==> src/rtl/writeback_defs.sv <==
// Shared definitions for the Trireme writeback stage: x0 address and queue pointer width.
`ifndef WB_PTR_W
`define WB_PTR_W(depth) ($clog2(depth) + 1)
`endif

package writeback_defs;

  // Architectural zero register; writes to it are dropped at the input.
  localparam int unsigned X0_ADDR = 0;

endpackage

==> src/rtl/wb_queue.sv <==
// Single-clock FIFO with wrap-bit pointers; one extra pointer bit separates full from empty.
// Optional build macro TRIREME_WB_SCAN_EN exposes the occupancy count.
module wb_queue #(
  parameter int unsigned WIDTH = 37,
  parameter int unsigned DEPTH = 2
) (
  input  logic             clock,
  input  logic             reset,
  input  logic             push,
  input  logic             pop,
  input  logic [WIDTH-1:0] wdata,
  output logic [WIDTH-1:0] rdata,
  output logic             full,
  output logic             empty
`ifdef TRIREME_WB_SCAN_EN
  ,
  output logic [`WB_PTR_W(DEPTH)-1:0] count
`endif
);

  localparam int unsigned PTR_W = `WB_PTR_W(DEPTH);
  localparam int unsigned IDX_W = PTR_W - 1;

  logic [PTR_W-1:0] wptr_q, wptr_d;
  logic [PTR_W-1:0] rptr_q, rptr_d;
  logic [WIDTH-1:0] mem_q [DEPTH];
  logic             do_push;
  logic             do_pop;

  // Status flags from pointer comparison only.
  always_comb begin
    full    = (wptr_q[PTR_W-1] != rptr_q[PTR_W-1]) &&
              (wptr_q[IDX_W-1:0] == rptr_q[IDX_W-1:0]);
    empty   = (wptr_q == rptr_q);
    do_push = push & ~full;
    do_pop  = pop & ~empty;
    wptr_d  = do_push ? wptr_q + PTR_W'(1) : wptr_q;
    rptr_d  = do_pop  ? rptr_q + PTR_W'(1) : rptr_q;
    rdata   = mem_q[rptr_q[IDX_W-1:0]];
  end

`ifdef TRIREME_WB_SCAN_EN
  assign count = wptr_q - rptr_q;
`endif

  // Pointer registers.
  always_ff @(posedge clock or negedge reset) begin
    if (!reset) begin
      wptr_q <= '0;
      rptr_q <= '0;
    end else begin
      wptr_q <= wptr_d;
      rptr_q <= rptr_d;
    end
  end

  // Storage array; contents are don't-care while the entry is unoccupied.
  always_ff @(posedge clock) begin
    if (do_push) mem_q[wptr_q[IDX_W-1:0]] <= wdata;
  end

endmodule

==> src/rtl/writeback_arbiter.sv <==
// Multi-source writeback stage: per-source queues drained round-robin onto one
// registered register-file write port. Optional build macro TRIREME_WB_SCAN_EN
// adds the scan input, a cycle counter and a per-cycle state dump.
module writeback_arbiter
  import writeback_defs::*;
#(
  parameter int          CORE           = 0,
  parameter int unsigned DATA_WIDTH     = 32,
  parameter int unsigned REG_ADDR_WIDTH = 5,
  parameter int unsigned NUM_SRC        = 3,
  parameter int unsigned QUEUE_DEPTH    = 2
) (
  input  logic                              clock,
  input  logic                              reset,
  input  logic [NUM_SRC-1:0]                src_valid,
  output logic [NUM_SRC-1:0]                src_ready,
  input  logic [NUM_SRC*REG_ADDR_WIDTH-1:0] src_reg,
  input  logic [NUM_SRC*DATA_WIDTH-1:0]     src_data,
  output logic                              write,
  output logic [REG_ADDR_WIDTH-1:0]         write_reg,
  output logic [DATA_WIDTH-1:0]             write_data,
  output logic [NUM_SRC-1:0]                pending
`ifdef TRIREME_WB_SCAN_EN
  ,
  input  logic                              scan
`endif
);

  localparam int unsigned ENTRY_W = DATA_WIDTH + REG_ADDR_WIDTH;
  localparam int unsigned SRC_W   = $clog2(NUM_SRC);
  localparam int unsigned PTR_W   = `WB_PTR_W(QUEUE_DEPTH);

  if (NUM_SRC < 2 || NUM_SRC > 8 || QUEUE_DEPTH < 2 ||
      (QUEUE_DEPTH & (QUEUE_DEPTH - 1)) != 0 || CORE < 0) begin : g_bad_cfg
    $error("writeback_arbiter: unsupported parameter set");
  end

  logic [NUM_SRC-1:0] q_full;
  logic [NUM_SRC-1:0] q_empty;
  logic [NUM_SRC-1:0] q_push;
  logic [NUM_SRC-1:0] q_pop;
  logic [ENTRY_W-1:0] q_head [NUM_SRC];
`ifdef TRIREME_WB_SCAN_EN
  logic [PTR_W-1:0]   q_count [NUM_SRC];
`endif

  logic [SRC_W-1:0]          rr_ptr_q, rr_ptr_d;
  logic                      arb_found;
  logic [SRC_W-1:0]          arb_win;
  logic [SRC_W-1:0]          arb_idx;
  logic                      write_q, write_d;
  logic [REG_ADDR_WIDTH-1:0] write_reg_q, write_reg_d;
  logic [DATA_WIDTH-1:0]     write_data_q, write_data_d;

  // One queue per producer; x0 results are consumed but never enqueued.
  for (genvar g = 0; g < NUM_SRC; g++) begin : g_src
    assign q_push[g] = src_valid[g] & ~q_full[g] &
                       (src_reg[g*REG_ADDR_WIDTH +: REG_ADDR_WIDTH] !=
                        REG_ADDR_WIDTH'(X0_ADDR));

    wb_queue #(
      .WIDTH (ENTRY_W),
      .DEPTH (QUEUE_DEPTH)
    ) u_queue (
      .clock (clock),
      .reset (reset),
      .push  (q_push[g]),
      .pop   (q_pop[g]),
      .wdata ({src_reg[g*REG_ADDR_WIDTH +: REG_ADDR_WIDTH],
               src_data[g*DATA_WIDTH +: DATA_WIDTH]}),
      .rdata (q_head[g]),
      .full  (q_full[g]),
      .empty (q_empty[g])
`ifdef TRIREME_WB_SCAN_EN
      ,
      .count (q_count[g])
`endif
    );
  end

  assign src_ready  = ~q_full;
  assign pending    = ~q_empty;
  assign write      = write_q;
  assign write_reg  = write_reg_q;
  assign write_data = write_data_q;

  // Round-robin search from rr_ptr upward; winner's head is dequeued and registered.
  always_comb begin
    arb_found    = 1'b0;
    arb_win      = '0;
    arb_idx      = '0;
    q_pop        = '0;
    rr_ptr_d     = rr_ptr_q;
    write_d      = 1'b0;
    write_reg_d  = '0;
    write_data_d = '0;
    for (int unsigned off = 0; off < NUM_SRC; off++) begin
      arb_idx = SRC_W'((32'(rr_ptr_q) + off) % NUM_SRC);
      if (!arb_found && !q_empty[arb_idx]) begin
        arb_found = 1'b1;
        arb_win   = arb_idx;
      end
    end
    if (arb_found) begin
      q_pop                       = NUM_SRC'(1) << arb_win;
      rr_ptr_d                    = (arb_win == SRC_W'(NUM_SRC - 1)) ? '0
                                                                     : arb_win + SRC_W'(1);
      write_d                     = 1'b1;
      {write_reg_d, write_data_d} = q_head[arb_win];
    end
  end

  // Output port and arbitration pointer registers.
  always_ff @(posedge clock or negedge reset) begin
    if (!reset) begin
      rr_ptr_q     <= '0;
      write_q      <= 1'b0;
      write_reg_q  <= '0;
      write_data_q <= '0;
    end else begin
      rr_ptr_q     <= rr_ptr_d;
      write_q      <= write_d;
      write_reg_q  <= write_reg_d;
      write_data_q <= write_data_d;
    end
  end

`ifdef TRIREME_WB_SCAN_EN
  logic [31:0] cycle_q;

  // Free-running cycle count for the scan dump.
  always_ff @(posedge clock or negedge reset) begin
    if (!reset) cycle_q <= '0;
    else        cycle_q <= cycle_q + 32'd1;
  end

  // Per-cycle state dump while scan is held high.
  always_ff @(posedge clock) begin
    if (scan) begin
      $display("wb core=%0d cycle=%0d rr_ptr=%0d write=%0b write_reg=%0d write_data=%h",
               CORE, cycle_q, rr_ptr_q, write_q, write_reg_q, write_data_q);
      for (int i = 0; i < NUM_SRC; i++)
        $display("wb core=%0d queue=%0d occupancy=%0d", CORE, i, q_count[i]);
    end
  end
`endif

endmodule

==> config.mk <==
export PLATFORM = sky130hd
export DESIGN_NAME = writeback_arbiter
export DESIGN_NICKNAME = d
export VERILOG_FILES = /design/src/rtl/writeback_defs.sv /design/src/rtl/wb_queue.sv /design/src/rtl/writeback_arbiter.sv
export SDC_FILE = /design/constraint.sdc
export NUM_CORES = 1
export LEC_CHECK = 0
export CORE_MARGIN = 2
export CORE_UTILIZATION = 55
export DETAILED_ROUTE_END_ITERATION = 7
export PLACE_DENSITY = 0.91
export SLEW_MARGIN = 20
export SYNTH_ARGS = -nofsm -noshare
export SYNTH_HDL_FRONTEND = slang
export SYNTH_HIERARCHICAL = 1
export SYNTH_SLANG_ARGS = --single-unit
==> constraint.sdc <==
create_clock -name clock -period 6.6 [get_ports clock]
set_clock_uncertainty 0.2 [all_clocks]
set_input_delay 1.65 -clock clock [delete_from_list [all_inputs] [get_ports clock]]
set_output_delay 1.65 -clock clock [all_outputs]
set_load 0.01 [all_outputs]
# == After elaboration in Yosys (flattened, before gate mapping) ==
# Memory sizes are Yosys's and may differ from the RTL's.
# Cells that the tools add are included.
# word_totals
ff_bits,52
mem_bits_rw,222
input_bits,116
out_inout_bits,44
wordCells,98
n_memories,3
# memory_table
memory,words,word_bits,read_ports,rd_ports_with_merged_regs,wr,line_no,rtl
g_src[0].u_queue.mem_q,2,37,1,0,1,wb_queue.sv:26,logic [WIDTH-1:0] mem_q [DEPTH];
g_src[1].u_queue.mem_q,2,37,1,0,1,wb_queue.sv:26,
g_src[2].u_queue.mem_q,2,37,1,0,1,wb_queue.sv:26,
# op_classes
add_sub_neg,9
div_mod_pow,3
order_cmp,4
eq_ne,10
n_shift,1
n_mux,26
n_bitwise,21
n_reduce_logical,11
# ops
op,n
binary-select mux 37 bit (select 2 bit),1
2-to-1 mux 37 bit,2
"modulo 32 x 2 -> 32 bit, second input constant",2
"modulo 2 x 2 -> 32 bit, second input constant",1
2-to-1 mux 32 bit,1
nonzero test 5 bit,3
"adder 2 x 1 -> 2 bit, second input constant",7
2-to-1 mux 1 bit,13
bitwise AND 1 bit,12
"< comparator 2 x 3 -> 1 bit, second input constant",3
2-to-1 mux 2 bit,4
binary-select mux 1 bit (select 2 bit),3
== test 2 bit,3
NOT 1 bit,6
NOT 3 bit,2
logical AND 1 bit,5
2-to-1 mux 5 bit,1
"adder 2 x 1 -> 3 bit, second input constant",1
"adder 2 x 2 -> 3 bit, second input constant",1
== test 1 bit,3
"greater-or-equal comparator 3 bit, second input constant",1
logical NOT 1 bit,3
2-to-1 mux 3 bit,1
inequality test 1 bit,3
3 further kinds,3

# == Depth between registers and ports, before layout ==
# depth
depth_word,15
mapped_depth,14
mapped_depth_nobuf,10

# == Modules after synthesis ==
# Netlist, hierarchy kept.
# by_module_without_submodules
module,instances,cells_each,area_per_inst_um2,seq_area_each_um2
wb_queue,3,143,2961.6,2322.2
writeback_arbiter,1,184,2232.1,1001.0

# == Worst setup path after synthesis ==
# OpenSTA, ideal clock, no wires.
# synth_path
path_type,in2reg
startpoint,in src_reg[1]
endpoint,"mem g_src[0].u_queue.mem_q[1][0], enable pin"
setup_ns,0.444
arrival_time_ns,3.866
required_ns,5.956
setup_slack_ns,2.090
path_stages,4
path_buffers,0
path_cell_list,or3_1 o311a_1 nand2_1 a21oi_1
# synth_between
elab_chain_len,5
# synth_rtl
item,line_no,rtl
start: declaration,writeback_arbiter.sv:17,"input logic [NUM_SRC*REG_ADDR_WIDTH-1:0] src_reg,"
nonzero test 5 bit,writeback_arbiter.sv:58,(src_reg[g*REG_ADDR_WIDTH +: REG_ADDR_WIDTH] !=
bitwise AND 1 bit,writeback_arbiter.sv:57,assign q_push[g] = src_valid[g] & ~q_full[g] &
via q_push[0],writeback_arbiter.sv:40,logic [NUM_SRC-1:0] q_push;
bitwise AND 1 bit,wb_queue.sv:35,do_push = push & ~full;
2-to-1 mux 1 bit,wb_queue.sv:59,if (do_push) mem_q[wptr_q[IDX_W-1:0]] <= wdata;
2-to-1 mux 1 bit (not written as such),wb_queue.sv:59,
end: declaration,wb_queue.sv:26,
# The timed path passes the listed nets, and every way through them passes these cells.

# == Worst setup path in the final report ==
# layout_path
startpoint,reg g_src[1].u_queue.wptr_q[0]
endpoint,out pending[1]
# layout_between
elab_chain_len,2
# layout_rtl
item,line_no,rtl
start: declaration,wb_queue.sv:24,"logic [PTR_W-1:0] wptr_q, wptr_d;"
start signal: assignment,wb_queue.sv:52,wptr_q <= wptr_d;
== test 2 bit,wb_queue.sv:34,empty = (wptr_q == rptr_q);
via q_empty[1],writeback_arbiter.sv:39,logic [NUM_SRC-1:0] q_empty;
NOT 3 bit,writeback_arbiter.sv:82,assign pending = ~q_empty;
end: declaration,writeback_arbiter.sv:22,output logic [NUM_SRC-1:0] pending
# The timed path passes the listed nets, and every way through them passes these cells.

==> summary.txt <==
========================================================================================
Synth Instances ...........................................................          613
Post-Synth Simple-Gate Area ...............................................        3.20%
Largest incremental delay on the critical path ............................      0.50 ns
Vias in the first global route ............................................         6490
Total number of nets in the final design ..................................          900
Post-route standard cell area excluding fillers ...........................    13700 µm²
Number of ports placed on the die boundary ................................          160
H-tree depth ..............................................................            1
Worst min path class ......................................................      reg2reg
Max reg flops .............................................................          222
Fraction of registers with async set or reset after synthesis .............        19.0%
Number of nets in the synthesized netlist .................................          733
Area of the placeable core ................................................    20000 µm²
Number of vias per cell after detailed routing ............................         5.75
Antenna Nets Post-Route ...................................................            0
Post-CTS setup repair buffer count ........................................            0
Count of pins over their slew limit .......................................            0
List of most frequent post-synthesis cells ................................ edfxtp_1, mux2_2, dfrtp_1
Final Hold Viols ..........................................................            0
Vertical die dimension ....................................................       146 µm
Cell type contributing the most total cell area after synthesis ...........     edfxtp_1
Critical path buffer and inverter count ...................................            2
Setup repair after global routing missed its margin .......................           no
Die Wd ....................................................................       146 µm
Starting DRT DRC Count ....................................................          453
Max-Cap Viols .............................................................            0
Cell with the most instances after synthesis ..............................     edfxtp_1
Hold-fix buffers, CTS .....................................................            0
Static leakage ............................................................      4.81 nW
Startpoint type of the worst setup path ...................................     register
Critical path data required time ..........................................      4.75 ns
Count of endpoints failing setup in the final report ......................            0
Wire length reported by the detailed router ...............................      24.8 mm
Slew Limit Headroom .......................................................        38.8%
Worst path cell trace ..................................................... xor2_1, nor2_1, inv_1, clkdlybuf4s50_1
Clock root buffer master ..................................................    clkbuf_16
Half-perimeter wire length of the detailed placement result ...............      15.7 mm
Actual transition at the worst max-transition pin .........................     0.916 ns
Weighted congestion at the end of routability-driven global placement .....        0.793
CTS sink count ............................................................          274
Via count .................................................................         6147
CTS clk-pin slew, worst paths .............................................      0.06 ns
Final min period ..........................................................      4.00 ns
Count of unique library cells instantiated by Yosys .......................           47
Ant. Diodes ...............................................................            0
Synthesis Warnings ........................................................            6
Setup Total Neg Slack .....................................................         0 ns
Combinational family with the most area after synthesis ................... multiplexers
Rows ......................................................................           52
Global-route wire length before repair ....................................      37.2 mm
Post-DP Area ..............................................................    12900 µm²
Cts repair resizes ........................................................            0
Highest clock rate ........................................................      250 MHz
Worst VDD drop ............................................................       464 µV
Antenna violations before repair ..........................................            1
Number of flip-flops and latches in the synthesized netlist ...............          274
Initial Util ..............................................................        55.5%
Layout overhead on the synthesized area ...................................        23.1%
Slowest CP cell ...........................................................      dfrtp_1
Overflow left after global routing ........................................            0
Maximum count of clock buffers along a single path ........................            3
DRC errors left ...........................................................            0
Portion of netlist area occupied by mux cells .............................        14.3%
Endpoint arrival time on the critical path ................................      2.15 ns
Total power density per cell area .........................................   573 nW/µm²
Fraction of layout cells with a size suffix above 1 .......................        19.6%
Biggest fanout along the worst timing path ................................            8
Adder and majority cell fraction of the synthesized area ..................       0.450%
Type of the setup path with the least slack ...............................      reg2out
Seq/Total Area, Yosys .....................................................        71.7%
Quantity of I/O buffers inserted on ports .................................          159
Synth Area in XOR/XNOR ....................................................       0.912%
Dominant cells by area after synthesis .................................... edfxtp_1, dfrtp_1, mux2_2
Avg Synthesized Cell Area .................................................     18.1 µm²
Mapped cell area ..........................................................    11100 µm²
Insertion delay to the later sink of the worst-skew pair ..................      0.53 ns
Number of search-and-repair iterations in the first detailed-routing pass .            5
Total Routing Usage GR ....................................................        22.9%
Period Utilization, post-route ............................................        60.6%
Synth Area in Compound Gates ..............................................        6.00%
Area share of the leading cell type in the synthesized netlist ............        60.0%
Type of element capturing the critical path ............................... primary output
Cell type group with the largest total delay on the critical path ......... buffers and inverters
Top FF cell, synth ........................................................     edfxtp_1
CTS tree ..................................................................        built
CTS buffer count ..........................................................           25
Die Area ..................................................................    21400 µm²
Number of synthesized flops with an enable pin ............................          222
Non-filler instance count after layout ....................................         1069
Placed cell count .........................................................         1022
Wire length per cell ......................................................      23.2 µm
Result of the run ......................................................... complete, no violations
Maximum number of pins on one net before global-route repair ..............           53
========================================================================================
-- worst reg2reg max path, cell delays in order, from the launching register on --
cell     delay, ns
dfrtp_1       0.45
xor2_2        0.24
nor2_1        0.36
mux2i_1       0.19
mux2_4        0.35
nor4b_2       0.39
a21o_1        0.65
a31oi_4       0.26
buf_4         0.37
a221o_1       0.36
-- path summary, 6_finish.rpt --
path                                                               from                                      to  slack (ns)  cells after the start
worst max-delay path             g_src[1].u_queue/wptr_q[0]$_DFFE_PN0P_                              pending[1]        2.60                      4
worst min register to register  g_src[2].u_queue/mem_q[0][17]$_DFFE_PP_                write_data[17]$_DFF_PN0_        0.37                      2
worst min-delay path            g_src[2].u_queue/mem_q[0][17]$_DFFE_PP_                write_data[17]$_DFF_PN0_        0.37                      2
min in group asynchronous                                         reset                 write_data[4]$_DFF_PN0_        1.07                      2
max in group asynchronous                                         reset  g_src[1].u_queue/rptr_q[0]$_DFFE_PN0P_        4.53                      2
worst max register to register   g_src[0].u_queue/rptr_q[1]$_DFFE_PN0P_                 write_data[1]$_DFF_PN0_        2.67                      9
-- power by group --
part | switching (mW) | internal, mW | total, mW
registers | 0.206 | 2.59 | 2.79
clock network | 0.611 | 0.802 | 1.41
logic | 2.11 | 1.53 | 3.63
total | 2.92 | 4.91 | 7.84
-- area by class of cell --
type | count | area (µm²)
clock inverters | 17 | 154
clock buffers | 29 | 661
multi-input cells | 297 | 2830
flip-flops and latches | 274 | 7970
repair buffers | 172 | 1690
inverters | 10 | 37.5
well taps | 270 | 338
fillers | 1293 | 6350
-- per-layer routing --
| layer | GRT usage (%) | vias to the layer above | wire length (µm) |
|---|---|---|---|
| met5 | 0 | - | 13 |
| met4 | 5.83 | 2 | 342 |
| met3 | 4.41 | 29 | 1810 |
| met2 | 39.8 | 252 | 12600 |
| met1 | 30.1 | 3131 | 9980 |
| li1 | - | 2733 | - |
-- cell families (layout without fill, tap and decap cells) --
group	after synthesis	in the layout
compound gates	82	82
xor+xnor	9	9
fa+ha+maj	4	4
buf+inv	42	228
flops	274	274
mux	143	143
simple gates	59	59
-- cell usage in the layout (no fill, tap or decap), types with 3 or more instances in the layout --
| master | count |
|---|---|
| nor2_2 | 3 |
| clkinv_2 | 6 |
| o2bb2ai_1 | 21 |
| mux2_1 | 45 |
| mux2_4 | 3 |
| a31oi_1 | 3 |
| o21ai_0 | 3 |
| nor2_1 | 12 |
| dfrtp_1 | 49 |
| clkdlybuf4s50_1 | 158 |
| xor2_2 | 3 |
| xnor2_1 | 3 |
| a21oi_1 | 6 |
| mux2i_1 | 25 |
| clkinvlp_4 | 4 |
| o21ai_1 | 11 |
| ha_1 | 4 |
| dfrtp_2 | 3 |
| a21boi_1 | 3 |
| or3_1 | 3 |
| xor2_1 | 3 |
| edfxtp_1 | 222 |
| inv_1 | 10 |
| a221o_1 | 17 |
| buf_4 | 12 |
| nand2_1 | 8 |
| nor3b_4 | 3 |
| or2_2 | 3 |
| clkbuf_16 | 25 |
| a21oi_2 | 3 |
| mux2_2 | 69 |
| a21oi_4 | 4 |
| o311a_1 | 3 |
| and3_1 | 17 |
-- through the flow --
| stage | hold WS, ns | power (mW) | setup slack, ns | utilization (%) |
|---|---|---|---|---|
| floorplan | 0.333 | 5.40 | 2.09 | - |
| global placement | 0.342 | 6.25 | 2.24 | 64.2 |
| detailed placement | 0.350 | 6.41 | 2.11 | 64.2 |
| CTS | 0.367 | 7.88 | 2.60 | 68.2 |
| global route | 0.408 | 8.20 | 2.51 | 68.3 |
| finish | 0.366 | 7.84 | 2.60 | 68.3 |
Note: power is estimated with default switching activity, not from simulation.
